[config.mk]
export PLATFORM = sky130hd
export DESIGN_NAME = im_loader
export DESIGN_NICKNAME = d
export VERILOG_FILES = /design/src/rtl/im_loader.sv
export SDC_FILE = /design/constraint.sdc
export NUM_CORES = 1
export LEC_CHECK = 0
export CORE_UTILIZATION = 50
export CTS_BUF_LIST = sky130_fd_sc_hd__clkbuf_16
export DETAILED_ROUTE_END_ITERATION = 6
export PLACE_DENSITY = 0.79
export SYNTH_ARGS = -nofsm -noshare
export SYNTH_HDL_FRONTEND = slang
export SYNTH_SLANG_ARGS = --single-unit
[constraint.sdc]
create_clock -name clk -period 3.9 [get_ports clk]
set_clock_uncertainty 0.15 [all_clocks]
set_input_delay 0.39 -clock clk [delete_from_list [all_inputs] [get_ports clk]]
set_output_delay 0.39 -clock clk [all_outputs]
set_load 0.02 [all_outputs]
[src/rtl/im_loader.sv]
// -----------------------------------------------------------------------------
// im_loader
//   Writer side of the fetch unit's instruction memory. Parses a big-endian
//   byte stream (valid/ready) of the form
//     LEN_HI, LEN_LO, N*4 data bytes (MSB first per word), CSUM
//   writes each assembled word to the IM write port, and keeps the CPU held in
//   reset until a complete image whose XOR checksum matches has been written.
//
// Parameters
//   DEPTH    IM depth in words; legal word count is 1..DEPTH
//   ADDR_W   IM word-address width, clog2(DEPTH)
//   BASE_PC  byte address of IM word 0 (the fetch reset PC)
//
// Ports
//   clk       in   1         clock, rising edge
//   reset     in   1         synchronous, active-high
//   in_valid  in   1         in_data holds a valid byte
//   in_data   in   8         stream byte
//   in_ready  out  1         loader accepts a byte this cycle
//   im_we     out  1         one-cycle IM write strobe
//   im_addr   out  ADDR_W    IM word index for the write
//   im_pc     out  32        BASE_PC + 4*im_addr, for trace/debug
//   im_wdata  out  32        instruction word to write
//   cpu_hold  out  1         hold the CPU in reset (~done)
//   done      out  1         image loaded and checksum OK; sticky
//   error     out  1         bad length or checksum; sticky
//   words_wr  out  ADDR_W+1  words written so far
// -----------------------------------------------------------------------------
module im_loader #(
  parameter int          DEPTH   = 1024,
  parameter int          ADDR_W  = 10,
  parameter logic [31:0] BASE_PC = 32'h0000_3000
) (
  input  logic              clk,
  input  logic              reset,
  input  logic              in_valid,
  input  logic [7:0]        in_data,
  output logic              in_ready,
  output logic              im_we,
  output logic [ADDR_W-1:0] im_addr,
  output logic [31:0]       im_pc,
  output logic [31:0]       im_wdata,
  output logic              cpu_hold,
  output logic              done,
  output logic              error,
  output logic [ADDR_W:0]   words_wr
);

  localparam logic [2:0] S_LEN_HI = 3'd0;
  localparam logic [2:0] S_LEN_LO = 3'd1;
  localparam logic [2:0] S_DATA   = 3'd2;
  localparam logic [2:0] S_CSUM   = 3'd3;
  localparam logic [2:0] S_DONE   = 3'd4;
  localparam logic [2:0] S_ERR    = 3'd5;

  logic [2:0]        r_state;
  logic [15:0]       r_len;
  logic [31:0]       r_asm;
  logic [7:0]        r_xor;
  logic [1:0]        r_byte_cnt;
  logic              r_im_we;
  logic [ADDR_W-1:0] r_im_addr;
  logic [31:0]       r_im_wdata;
  logic [ADDR_W:0]   r_words_wr;

  logic              w_accept;
  logic [15:0]       w_len;
  logic              w_len_bad;
  logic              w_last_word;
  logic              w_state_legal;

  // NOTE: in_ready depends on state only; feeding in_valid into it would
  // create a combinational loop with any upstream that waits on in_ready.
  assign in_ready = (r_state == S_LEN_HI) || (r_state == S_LEN_LO) ||
                    (r_state == S_DATA)   || (r_state == S_CSUM);

  assign w_accept = in_valid && in_ready;

  // Full word count as it will be once the LEN_LO byte lands.
  assign w_len     = {r_len[15:8], in_data};
  assign w_len_bad = (w_len == 16'd0) || (w_len > 16'(DEPTH));

  // The word being completed now is the final one when words_wr + 1 == N.
  assign w_last_word = ({{(15 - ADDR_W){1'b0}}, r_words_wr} + 16'd1) == r_len;

  assign w_state_legal = (r_state <= S_ERR);

  // NOTE: all sequential state uses non-blocking assignments so every
  // register samples pre-edge values regardless of statement order.
  always_ff @(posedge clk) begin
    if (reset) begin
      r_state    <= S_LEN_HI;
      r_len      <= 16'd0;
      r_asm      <= 32'd0;
      r_xor      <= 8'd0;
      r_byte_cnt <= 2'd0;
      r_im_we    <= 1'b0;
      r_im_addr  <= '0;
      r_im_wdata <= 32'd0;
      r_words_wr <= '0;
    end else begin
      // Write strobe is a single-cycle pulse; im_addr/im_wdata hold.
      r_im_we <= 1'b0;

      if (!w_state_legal) begin
        r_state <= S_ERR;
      end else if (w_accept) begin
        case (r_state)
          S_LEN_HI: begin
            r_len[15:8] <= in_data;
            r_state     <= S_LEN_LO;
          end
          S_LEN_LO: begin
            r_len[7:0] <= in_data;
            r_state    <= w_len_bad ? S_ERR : S_DATA;
          end
          S_DATA: begin
            r_asm      <= {r_asm[23:0], in_data};
            r_xor      <= r_xor ^ in_data;
            r_byte_cnt <= r_byte_cnt + 2'd1;
            if (r_byte_cnt == 2'd3) begin
              r_im_wdata <= {r_asm[23:0], in_data};
              r_im_addr  <= r_words_wr[ADDR_W-1:0];
              r_im_we    <= 1'b1;
              r_words_wr <= r_words_wr + 1'b1;
              if (w_last_word) begin
                r_state <= S_CSUM;
              end
            end
          end
          S_CSUM: begin
            r_state <= (in_data == r_xor) ? S_DONE : S_ERR;
          end
          default: begin
            // S_DONE / S_ERR never accept; nothing to do.
          end
        endcase
      end
    end
  end

  assign im_we    = r_im_we;
  assign im_addr  = r_im_addr;
  assign im_wdata = r_im_wdata;
  assign im_pc    = BASE_PC + {{(30 - ADDR_W){1'b0}}, r_im_addr, 2'b00};
  assign words_wr = r_words_wr;
  assign done     = (r_state == S_DONE);
  assign error    = (r_state == S_ERR);
  assign cpu_hold = ~done;

endmodule

# After elaboration in Yosys (flattened, before gate mapping)
# Cells that the tools add are included.
[totals]
input_bits = 11
output_inout_bits = 90
wordCells = 60
regBits = 107
[classes]
n_eq_ne = 14
order_cmp = 2
addsub = 4
bitwise_logic = 5
n_mux = 8
reduce_logical = 16
[op_table]
columns = ["operator", "count"]
rows = [
  ["12-bit by 16-bit equality test with 1-bit output", 1],
  ["16-bit by 11-bit > comparator with 1-bit output, second input constant", 1],
  ["16-bit zero test", 1],
  ["14-bit by 12-bit adder with 15-bit output, first input constant", 1],
  ["3-bit two-way mux", 5],
  ["11-bit by 1-bit adder with 12-bit output, second input constant", 1],
  ["3-bit case mux with 4 select lines", 1],
  ["4-bit AND reduction", 3],
  ["11-bit by 1-bit adder with 11-bit output, second input constant", 1],
  ["3-bit AND reduction", 3],
  ["8-bit equality test", 1],
  ["8-bit bitwise XOR", 1],
  ["3-bit by 2-bit equality test with 1-bit output, second input constant", 2],
  ["3-bit equality test, second input constant", 2],
  ["5-bit by 1-bit != test with 1-bit output, second input constant", 1],
  ["1-bit logical OR", 4],
  ["2-bit != test, second input constant", 2],
  ["1-bit NOT", 4],
  ["4-bit nonzero test", 1],
  ["4-bit OR reduction", 1],
  ["3-bit by 1-bit equality test with 1-bit output, second input constant", 1],
  ["3-bit less-or-equal comparator, second input constant", 1],
  ["3-bit zero test", 1],
  ["3-bit by 2-bit != test with 1-bit output, second input constant", 1],
  ["other kinds (7)", 8],
]

# Logic depth before layout (Yosys ltp)
# Gate-level depths: netlist (run 1).
[depth]
depth_word = 7
mapped_depth = 8
ltp_nobuf = 6

# Least setup slack after synthesis (run 1)
# OpenSTA, ideal clock, no wires.
[synth_timing]
kind = "register to register"
startpoint = "reg r_words_wr[0] (netlist: words_wr[0])"
endpoint = "reg r_state[0]"
required_time_ns = 3.654
setup_time_ns = 0.096
t_arrival_ns = 1.950
path_buffers = 0
slack_ns = 1.704
period_less_slack_ns = 2.196
stages_incl_launch_ff = 7
path_cell_list = "dfxtp_1 > ha_1 > nand3_1 > nor3_1 > xnor2_1 > or4_1 > o41ai_2"
[synth_between]
elab_chain_cells = 4
[synth_lines]
columns = ["item", "line", "rtl"]
rows = [
  ["from (decl)", "64", "logic [ADDR_W:0] r_words_wr;"],
  ["from (signal assigned)", "125", "r_words_wr <= r_words_wr + 1'b1;"],
  ["11-bit by 1-bit adder with 12-bit output", "84", "assign w_last_word = ({{(15 - ADDR_W){1'b0}}, r_words_wr} + 16'd1) == r_len;"],
  ["12-bit by 16-bit equality test with 1-bit output", "84", ""],
  ["3-bit != test (no source line)", "n/a", ""],
  ["4-bit AND reduction (no source line)", "n/a", ""],
  ["to (signal assigned)", "115", "r_state <= w_len_bad ? S_ERR : S_DATA;"],
  ["to (signal assigned)", "132", "r_state <= (in_data == r_xor) ? S_DONE : S_ERR;"],
  ["to (decl)", "56", "logic [2:0] r_state;"],
]
# Every way passes these cells.
# A chain may end at the register's enable or synchronous reset.

# Worst setup path in the final report (run 1)
[layout_timing]
startpoint = "reg r_state[2]"
endpoint = "out done"
[layout_between]
elab_chain_cells = 1
[layout_lines]
columns = ["item", "line", "rtl"]
rows = [
  ["3-bit equality test", "147", "assign done = (r_state == S_DONE);"],
  ["to (decl)", "44", "output logic done,"],
]
# Every way passes these cells.

==> results.json, run 1 <==
{
  "status": "finished clean",
  "synth_edf_count": 0,
  "pwr-share-clk": 0.405,
  "power_leakage_nw": 1.899,
  "slew-limit-headroom": 0.3125,
  "wl_um": 10230,
  "finalWeightedCongestion": 0.9058,
  "rsz0062_at_grt": "no",
  "max_freq_ghz": 0.3969,
  "yosys-top-cells-count": "nand2_1, dfxtp_1, a21oi_1, nor2_1, buf_4",
  "met2_usage": 0.3507,
  "final_antenna_net_count": 0,
  "antenna_found_initial": 0,
  "synth-seq-cells": 107,
  "use_met3": 0.04173,
  "chipWidth_um": 97.59,
  "crit_type": "reg -> out",
  "cts_tree": "built",
  "gr-usage-all-layers": 0.2175,
  "cts-resized-gates": 0,
  "synthTopCellsByArea": "dfxtp_1, nand2_1, a21oi_1",
  "endpoint_kind": "primary output",
  "fillers": 730,
  "tns_ps": 0,
  "grt_max_degree": 107,
  "via_per_inst": 5.322,
  "async_reset_ff_frac": 0,
  "syn-cell-area_um2": 4568,
  "post_drt_wl_per_cell_um": 14.03,
  "ys.flop_type": "dfxtp_1",
  "avgSynthCellArea_um2": 7.972,
  "cts.path.max_buffers": 2,
  "core_area_um2": 8763,
  "fin_crit_sh": 0.6460,
  "synth.top_cell.area_share": 0.4689,
  "yosysTopAreaCell": "dfxtp_1",
  "first_iter_violations": 176,
  "synth_cells": 573,
  "grt_pass1_wl_um": 16860,
  "cp-start-kind": "flop",
  "synth_seq_area_share": 0.4689,
  "finalPower_mw": 2.184,
  "synth.distinct_cells": 39,
  "slew_violations": 0,
  "dieArea_um2": 9523,
  "nNetsFinal": 629,
  "switchingPower_mw": 0.5622,
  "post-cts-setup-buffers": 0,
  "grtUsageMet1": 0.2806,
  "postCtsHoldBufs": 0,
  "clkTransAtPathRegs_ps": 70,
  "worst_pin_slew_ps": 1031,
  "start_util": 0.5213,
  "crit_required_ps": 3360,
  "htree_levels": 3,
  "io_pins": 101,
  "max-cap-violations": 0,
  "p_per_area_nw_per_um2": 397.0,
  "cts_made_buffers": 9,
  "clk_root_buffer_cell": "clkbuf_16",
  "p_int_mw": 1.622,
  "finalSetupViolCount": 0,
  "critPathArrivalTime_ps": 1980,
  "top_usage_layer": "met2",
  "dr.pass1.iters": 4,
  "clk_latency_ps": 340,
  "period_minus_slack_ps": 2519,
  "drive_gt1_frac": 0.04348,
  "row_count": 34,
  "hp-class": "reg -> reg",
  "crit_path_max_fanout": 6,
  "port_buffers": 78,
  "pwr-share-seq": 0.519,
  "dieHeight_um": 97.59,
  "overflow": 0,
  "ys_warn_count": 0,
  "seq_area_um2": 2142,
  "grt_pass1_vias": 3570,
  "clkSinkCount": 107,
  "ir_worst_vdd_mv": 0.2438,
  "via_count": 3880,
  "p_sw_frac": 0.2574,
  "hpwl_um": 6860,
  "syn2layout_area_growth_pct": 20.43,
  "multi_input_area_um2": 2110,
  "drc": 0,
  "rrSetupSlack_ps": 1460,
  "pwr-share-comb": 0.076,
  "yosys.cell_count.top_type": "nand2_1",
  "finalHoldViolations": 0,
  "antenna_cells": 0
}
[cell type report]
class,count,share of cell area
Sequential cell,107,0.3894
Multi-Input combinational cell,411,0.3834
Timing Repair Buffer,81,0.1456
Clock buffer,9,0.04094
Tap cell,108,0.02456
Clock inverter,7,0.01205
Inverter,6,0.004094
[sequential cells by signal (all words and copies together) (netlist names)]
register    flops
r_state         3
r_byte_cnt      2
im_wdata       32
words_wr       11
r_asm          24
im_addr        10
r_xor           8
r_len          16
im_we           1
[power groups by stage]
stage          combinational [mW]  clock, mW  sequential (mW)
4_1_cts                     0.165      0.896             1.13
2_1_floorplan               0.140          0             1.15
5_1_grt                     0.180      0.935             1.13
3_5_place_dp                0.163          0             1.16
3_3_place_gp                0.160          0             1.16
6_report                    0.167      0.884             1.13
[worst max-delay path, stage by stage, from the launching register on]
cell             delay, ps
dfxtp_1                450
inv_1                  150
or3_1                  380
inv_1                   60
clkdlybuf4s50_1        590
[layout by cell type (no fill, tap or decap), drive strengths merged, types with 2 or more instances in the layout]
cell | Yosys | layout
clkdlybuf4s50 | 0 | 77
xor2 | 22 | 22
nand3 | 7 | 7
dfxtp | 107 | 107
nand2 | 167 | 167
inv | 6 | 11
nor2b | 4 | 4
nor3 | 9 | 9
o22ai | 2 | 2
ha | 2 | 2
nand4 | 7 | 7
buf | 39 | 4
a21oi | 78 | 78
or3 | 4 | 4
conb | 2 | 22
mux2i | 9 | 9
clkinvlp | 0 | 2
and2 | 2 | 2
nor4 | 3 | 3
or4 | 2 | 2
nor3b | 2 | 2
xnor2 | 20 | 20
clkbuf | 30 | 9
nor2 | 36 | 36
[metal layers]
layer,vias up,share of wire
li1,1892,-
met1,1810,0.45
met2,153,0.47
met3,25,0.061
met4,0,0.023
met5,-,0
[worst paths after layout]
check | end | from | cells after the start
worst max register to register | im_wdata[1]$_SDFFE_PP0P_ | r_state[1]$_SDFFE_PP0P_ | 5
worst min-delay path | im_wdata[30]$_SDFFE_PP0P_ | r_asm[22]$_SDFFE_PP0P_ | 2
worst max-delay path | done | r_state[2]$_SDFFE_PP0P_ | 4
worst min register to register | im_wdata[30]$_SDFFE_PP0P_ | r_asm[22]$_SDFFE_PP0P_ | 2
[kinds of logic (layout without fill, tap and decap cells)]
group	after synthesis	in the layout	share of synthesized area
fa+ha+maj	2	2	0.005477
xor+xnor	42	42	0.08053
flops	107	107	0.4689
mux	9	9	0.01972
simple gates	248	248	0.2303
buf+inv	75	103	0.08929
compound gates	88	88	0.1041
other cells	2	22	0.001644
[through the flow]
step / std cells / setup slack, ps / cell area [um2] / util / hold slack [ps]
final: 729 / 1381 / 5502 / 0.6278 / 304.8
after global routing: 729 / 1270 / 5502 / 0.6278 / 327.2
after CTS: 729 / 1379 / 5502 / 0.6278 / 305.1
after detailed placement: 713 / 1175 / 5210 / 0.5945 / 294.2
after global placement: 713 / 1240 / 5210 / 0.5945 / 290.3
after floorplan: 593 / 1704 / 4643 / - / 282.1
Note: power is estimated with default switching activity, not from simulation.
==> run 2, diff against run 1 <==
- CORE_UTILIZATION: 50 -> 45
- PLACE_DENSITY: 0.79 -> 0.75
- clock period: 3.9 -> 2.1 ns (I/O delays scaled with it)
==> run 2 against run 1 <==
Compared with the run above:
- the run now ends with negative setup slack left
- critical path depth increased by 1
- sequential power up 86%
- combinational power up 120%
- sequential share of layout area decreased by 2.4 points
- core utilization down 2.9 points
- clock-buffer cell count unchanged
- clock power is 100% higher
- global-route usage shrank 1.3 points
- non-clock buffer count grew 33
==> results.json, run 2 (synthesis results as in run 1) <==
{
  "status": "finished, violations left",
  "violations": "negative setup slack",
  "finalPower_mw": 4.235,
  "power_leakage_nw": 2.130,
  "cts_made_buffers": 9,
  "clkTransAtPathRegs_ps": 60,
  "via_count": 3924,
  "drc": 0,
  "crit_path_max_fanout": 3,
  "slew-limit-headroom": 0.6117,
  "crit_start": "r_len[8]$_SDFFE_PP0P_",
  "finalWeightedCongestion": 0.9121,
  "clk_root_buffer_cell": "clkbuf_16",
  "port_buffers": 78,
  "grt_max_degree": 106,
  "final_antenna_net_count": 0,
  "dr.pass1.iters": 4,
  "hpwl_um": 7340,
  "grt_pass1_wl_um": 16820,
  "worst_pin_slew_ps": 579.7,
  "io_pins": 101,
  "setup_ws_ps": -16.68,
  "hold_path.startpoint": "reset",
  "fillers": 886,
  "drive_gt1_frac": 0.1040,
  "pwr-share-comb": 0.087,
  "path_cells": "nor4_2 -> a31oi_1 -> nor4b_4 -> or3_1 -> o41ai_2",
  "clk_latency_ps": 340,
  "ir_worst_vdd_mv": 0.5672,
  "grt_pass1_vias": 3572,
  "gr-usage-all-layers": 0.2048,
  "crit_type": "reg -> reg",
  "r2r-start": "r_len[8]$_SDFFE_PP0P_",
  "start_util": 0.4652,
  "wl_um": 10830,
  "antenna_cells": 0,
  "path_delay_family": "compound AO/OA/AOI/OAI gates",
  "rsz0062_at_grt": "yes",
  "cpPeakStageDelay_ps": 510,
  "fin_util": 0.5993,
  "critPathArrivalTime_ps": 2210,
  "cts.path.max_buffers": 2,
  "crit_buf_inv": 0,
  "max_freq_ghz": 0.4724,
  "overflow": 0,
  "cts_tree": "built",
  "endpoint_kind": "flop",
  "dieHeight_um": 102.8,
  "chipWidth_um": 102.8,
  "htree_levels": 3,
  "antenna_found_initial": 0,
  "syn2layout_area_growth_pct": 28.81,
  "nNetsFinal": 662,
  "largest_register_ffs": 32,
  "row_count": 36,
  "final_common_cell": "nand2_1",
  "via_per_inst": 4.986,
  "first_iter_violations": 206,
  "finalHoldViolations": 0,
  "slew_violations": 0,
  "post_drt_wl_per_cell_um": 13.76,
  "switchingPower_mw": 0.9858,
  "hp-class": "in -> reg",
  "max-cap-violations": 0,
  "pwr-share-seq": 0.496,
  "slowest_stage": "a31oi_1",
  "cp-start-kind": "flop",
  "layout_common_cells": "nand2_1, dfxtp_1, a21oi_1",
  "period_minus_slack_ps": 2117,
  "p_per_area_nw_per_um2": 719.7,
  "p_sw_frac": 0.2328,
  "clkSinkCount": 107,
  "dieArea_um2": 10560,
  "pwr-share-clk": 0.417,
  "p_int_mw": 3.249,
  "crit_required_ps": 2190,
  "finalSetupViolCount": 1,
  "fin_crit_sh": 1.008,
  "core_area_um2": 9819
}
## run 2: area by class of cell
class / count / area, um2 / share of cell area
well taps: 133 / 166.4 / 0.02828
flip-flops and latches: 107 / 2148 / 0.3651
multi-input cells: 411 / 2158 / 0.3668
clock buffers: 9 / 225.2 / 0.03827
repair buffers: 114 / 1075 / 0.1826
inverters: 6 / 22.52 / 0.003827
clock inverters: 7 / 88.84 / 0.01510
## run 2: per-stage QoR
step	TNS [ps]	area [um2]	hold WS (ps)	setup WS (ps)	cells
floorplan	0	4652	196.0	39.73	593
global placement	-276.3	5504	292.8	-276.3	769
detailed placement	-282.7	5504	295.8	-282.7	769
CTS	0	5829	109.8	1.632	785
global route	-95.04	5884	111.0	-95.04	787
finish	-16.68	5884	107.7	-16.68	787
## run 2: power by group through the flow
stage	Sequential [mW]	Combinational, mW	Clock, mW
global placement	2.14	0.333	0
global route	2.10	0.399	1.87
finish	2.10	0.369	1.77
floorplan	2.13	0.260	0
CTS	2.10	0.350	1.79
detailed placement	2.14	0.340	0
## run 2: path summary, 6_finish.rpt
check | endpoint | slack [ps] | cells past startpoint
worst max-delay path | r_state[0]$_SDFFE_PP0P_ | -20 | 5
worst min-delay path | im_we$_SDFF_PP0_ | 110 | 3
worst max register to register | r_state[0]$_SDFFE_PP0P_ | -20 | 5
worst min register to register | im_wdata[29]$_SDFFE_PP0P_ | 300 | 2
## run 2: timing repair
item / CTS / global route
gates resized for setup: 4 / 8
buffers inserted: 0 / 2
gates cloned: 0 / 0
pin swaps: 0 / 4
hold buffers: 0 / 0
setup endpoints to repair: 3 / 2
## run 2: worst min-delay path: cells and delay by family
kind,cells,cell delay (ps)
simple gates,1,150
buf+inv,2,180
## run 2: per-layer routing
layer / vias to the layer above / part of all wire / track usage
li1: 1958 / - / -
met1: 1818 / 0.45 / 0.2642
met2: 131 / 0.48 / 0.3441
met3: 17 / 0.046 / 0.03729
met4: 0 / 0.021 / 0.07259
met5: - / 0 / 0
==> run 3, diff against run 2 <==
- CTS_CLUSTER_SIZE: unset -> 12
==> results of run 3 <==
No change in the layout: final DEF, timing and power equal those of run 2.
==> RTL edit (flow settings as in run 2) <==
Set the parameter `ADDR_W` to 9 (it was 10).
--- a/src/rtl/im_loader.sv
+++ b/src/rtl/im_loader.sv
@@ -30,3 +30,3 @@
   parameter int          DEPTH   = 1024,
-  parameter int          ADDR_W  = 10,
+  parameter int          ADDR_W  = 9,
   parameter logic [31:0] BASE_PC = 32'h0000_3000
Ports: changed (resized im_addr and words_wr); port bits go from 101 to 99. No check against the original RTL was run, so the function may have changed too.
==> RTL edit against run 2 <==
Design area fell by 2.9%. Sequential cell count fell by 2. Area after synthesis fell by 0.60%. Combinational power rose by 1%. Total power fell by 5.6%. Wire length fell by 3.5%. Sequential share of layout area rose by 0.35 points. Worst setup slack improved by 110 ps. Non-clock buffer count fell by 9.
==> RTL edit: results (changes against run 2) <==
- Worst Hold End: r_len[4]$_SDFFE_PP0P_
- Final setup viols: 0 (-1)
- Status: finished clean
- Synth area leaders: dfxtp_1 46%, nand2_1 13%, a21oi_1 8.9%, buf_4 5.6%, xor2_1 4.8%
- Seq_cells: 105 (-1.9%)
- Initial DRC Count: 234 (+14%)
- Crit Path Max Fanout: 8 (+5)
- Compound-Gate Fraction of Synth Area: 0.118 (+0.0139)
- Hold slack final: 209 ps (+102 ps)
- Met3 wire len: 439 microns (-11%)
- Layout fillers: 904 (+2.0%)
- Reg2reg setup slack: 110 ps (+130 ps)
- M2 GR Usage: 0.326 (-0.0185)
- XOR/XNOR Fraction of Synth Area: 0.0772 (-0.00337)
- Met3 Track Usage GR: 0.0315 (-0.00582)
- Post-DP Area: 0.00539 sq mm (-2.2%)
- Post-synthesis sequential area ratio: 0.463 (-0.00598)
- Commonest cells post-synth: 163 x nand2_1, 105 x dfxtp_1, 81 x a21oi_1
- FF-to-FF path depth: 7 (+2)
- Fraction of area in multi-input gates: 0.377 (+0.0106)
- Signal buf overhead: 0.173 (-0.00963)
- Leakage Power: 2.05 nW (-3.9%)
- RD Place Congestion: 0.842 (-7.7%)
- Placed wire-length estimate: 7.39 mm (+0.65%)
- WHS Path Cells: 2 (-1)
- #MultiIn Comb: 409 (-0.49%)
- Fin nets: 647 (-2.3%)
- Signal buffers: 105 (-7.9%)
RTL edit: changes by cell type in the layout (fill, tap and decap cells not counted), moves of 3 or more:
cell	before	now
nor2b_1	4	1
xnor2_1	20	15
inv_1	7	4
xor2_1	22	25
clkinv_4	0	5
buf_4	35	30
a21oi_1	78	81
nand2b_1	0	3
nand2_1	167	163
nor2_1	36	30
RTL edit: power breakdown:
group          internal (mW)  switching (mW)
Clock                  0.814           0.733
Sequential              2.03          0.0444
Combinational          0.146           0.228
RTL edit: what timing repair did:
action                                  CTS  global route
endpoints found under the setup margin    0             2
hold buffers                              0             0
setup buffers                             0             1
resized for setup                         0             8
RTL edit: metrics by stage:
step | std cells | setup slack, ps | util
after global placement | 755 | -97.3 | 0.551
after detailed placement | 755 | -165 | 0.551
after global routing | 772 | -29.6 | 0.584
after CTS | 771 | 43.4 | 0.580
final | 772 | 98.3 | 0.584
after floorplan | 583 | 105 | -
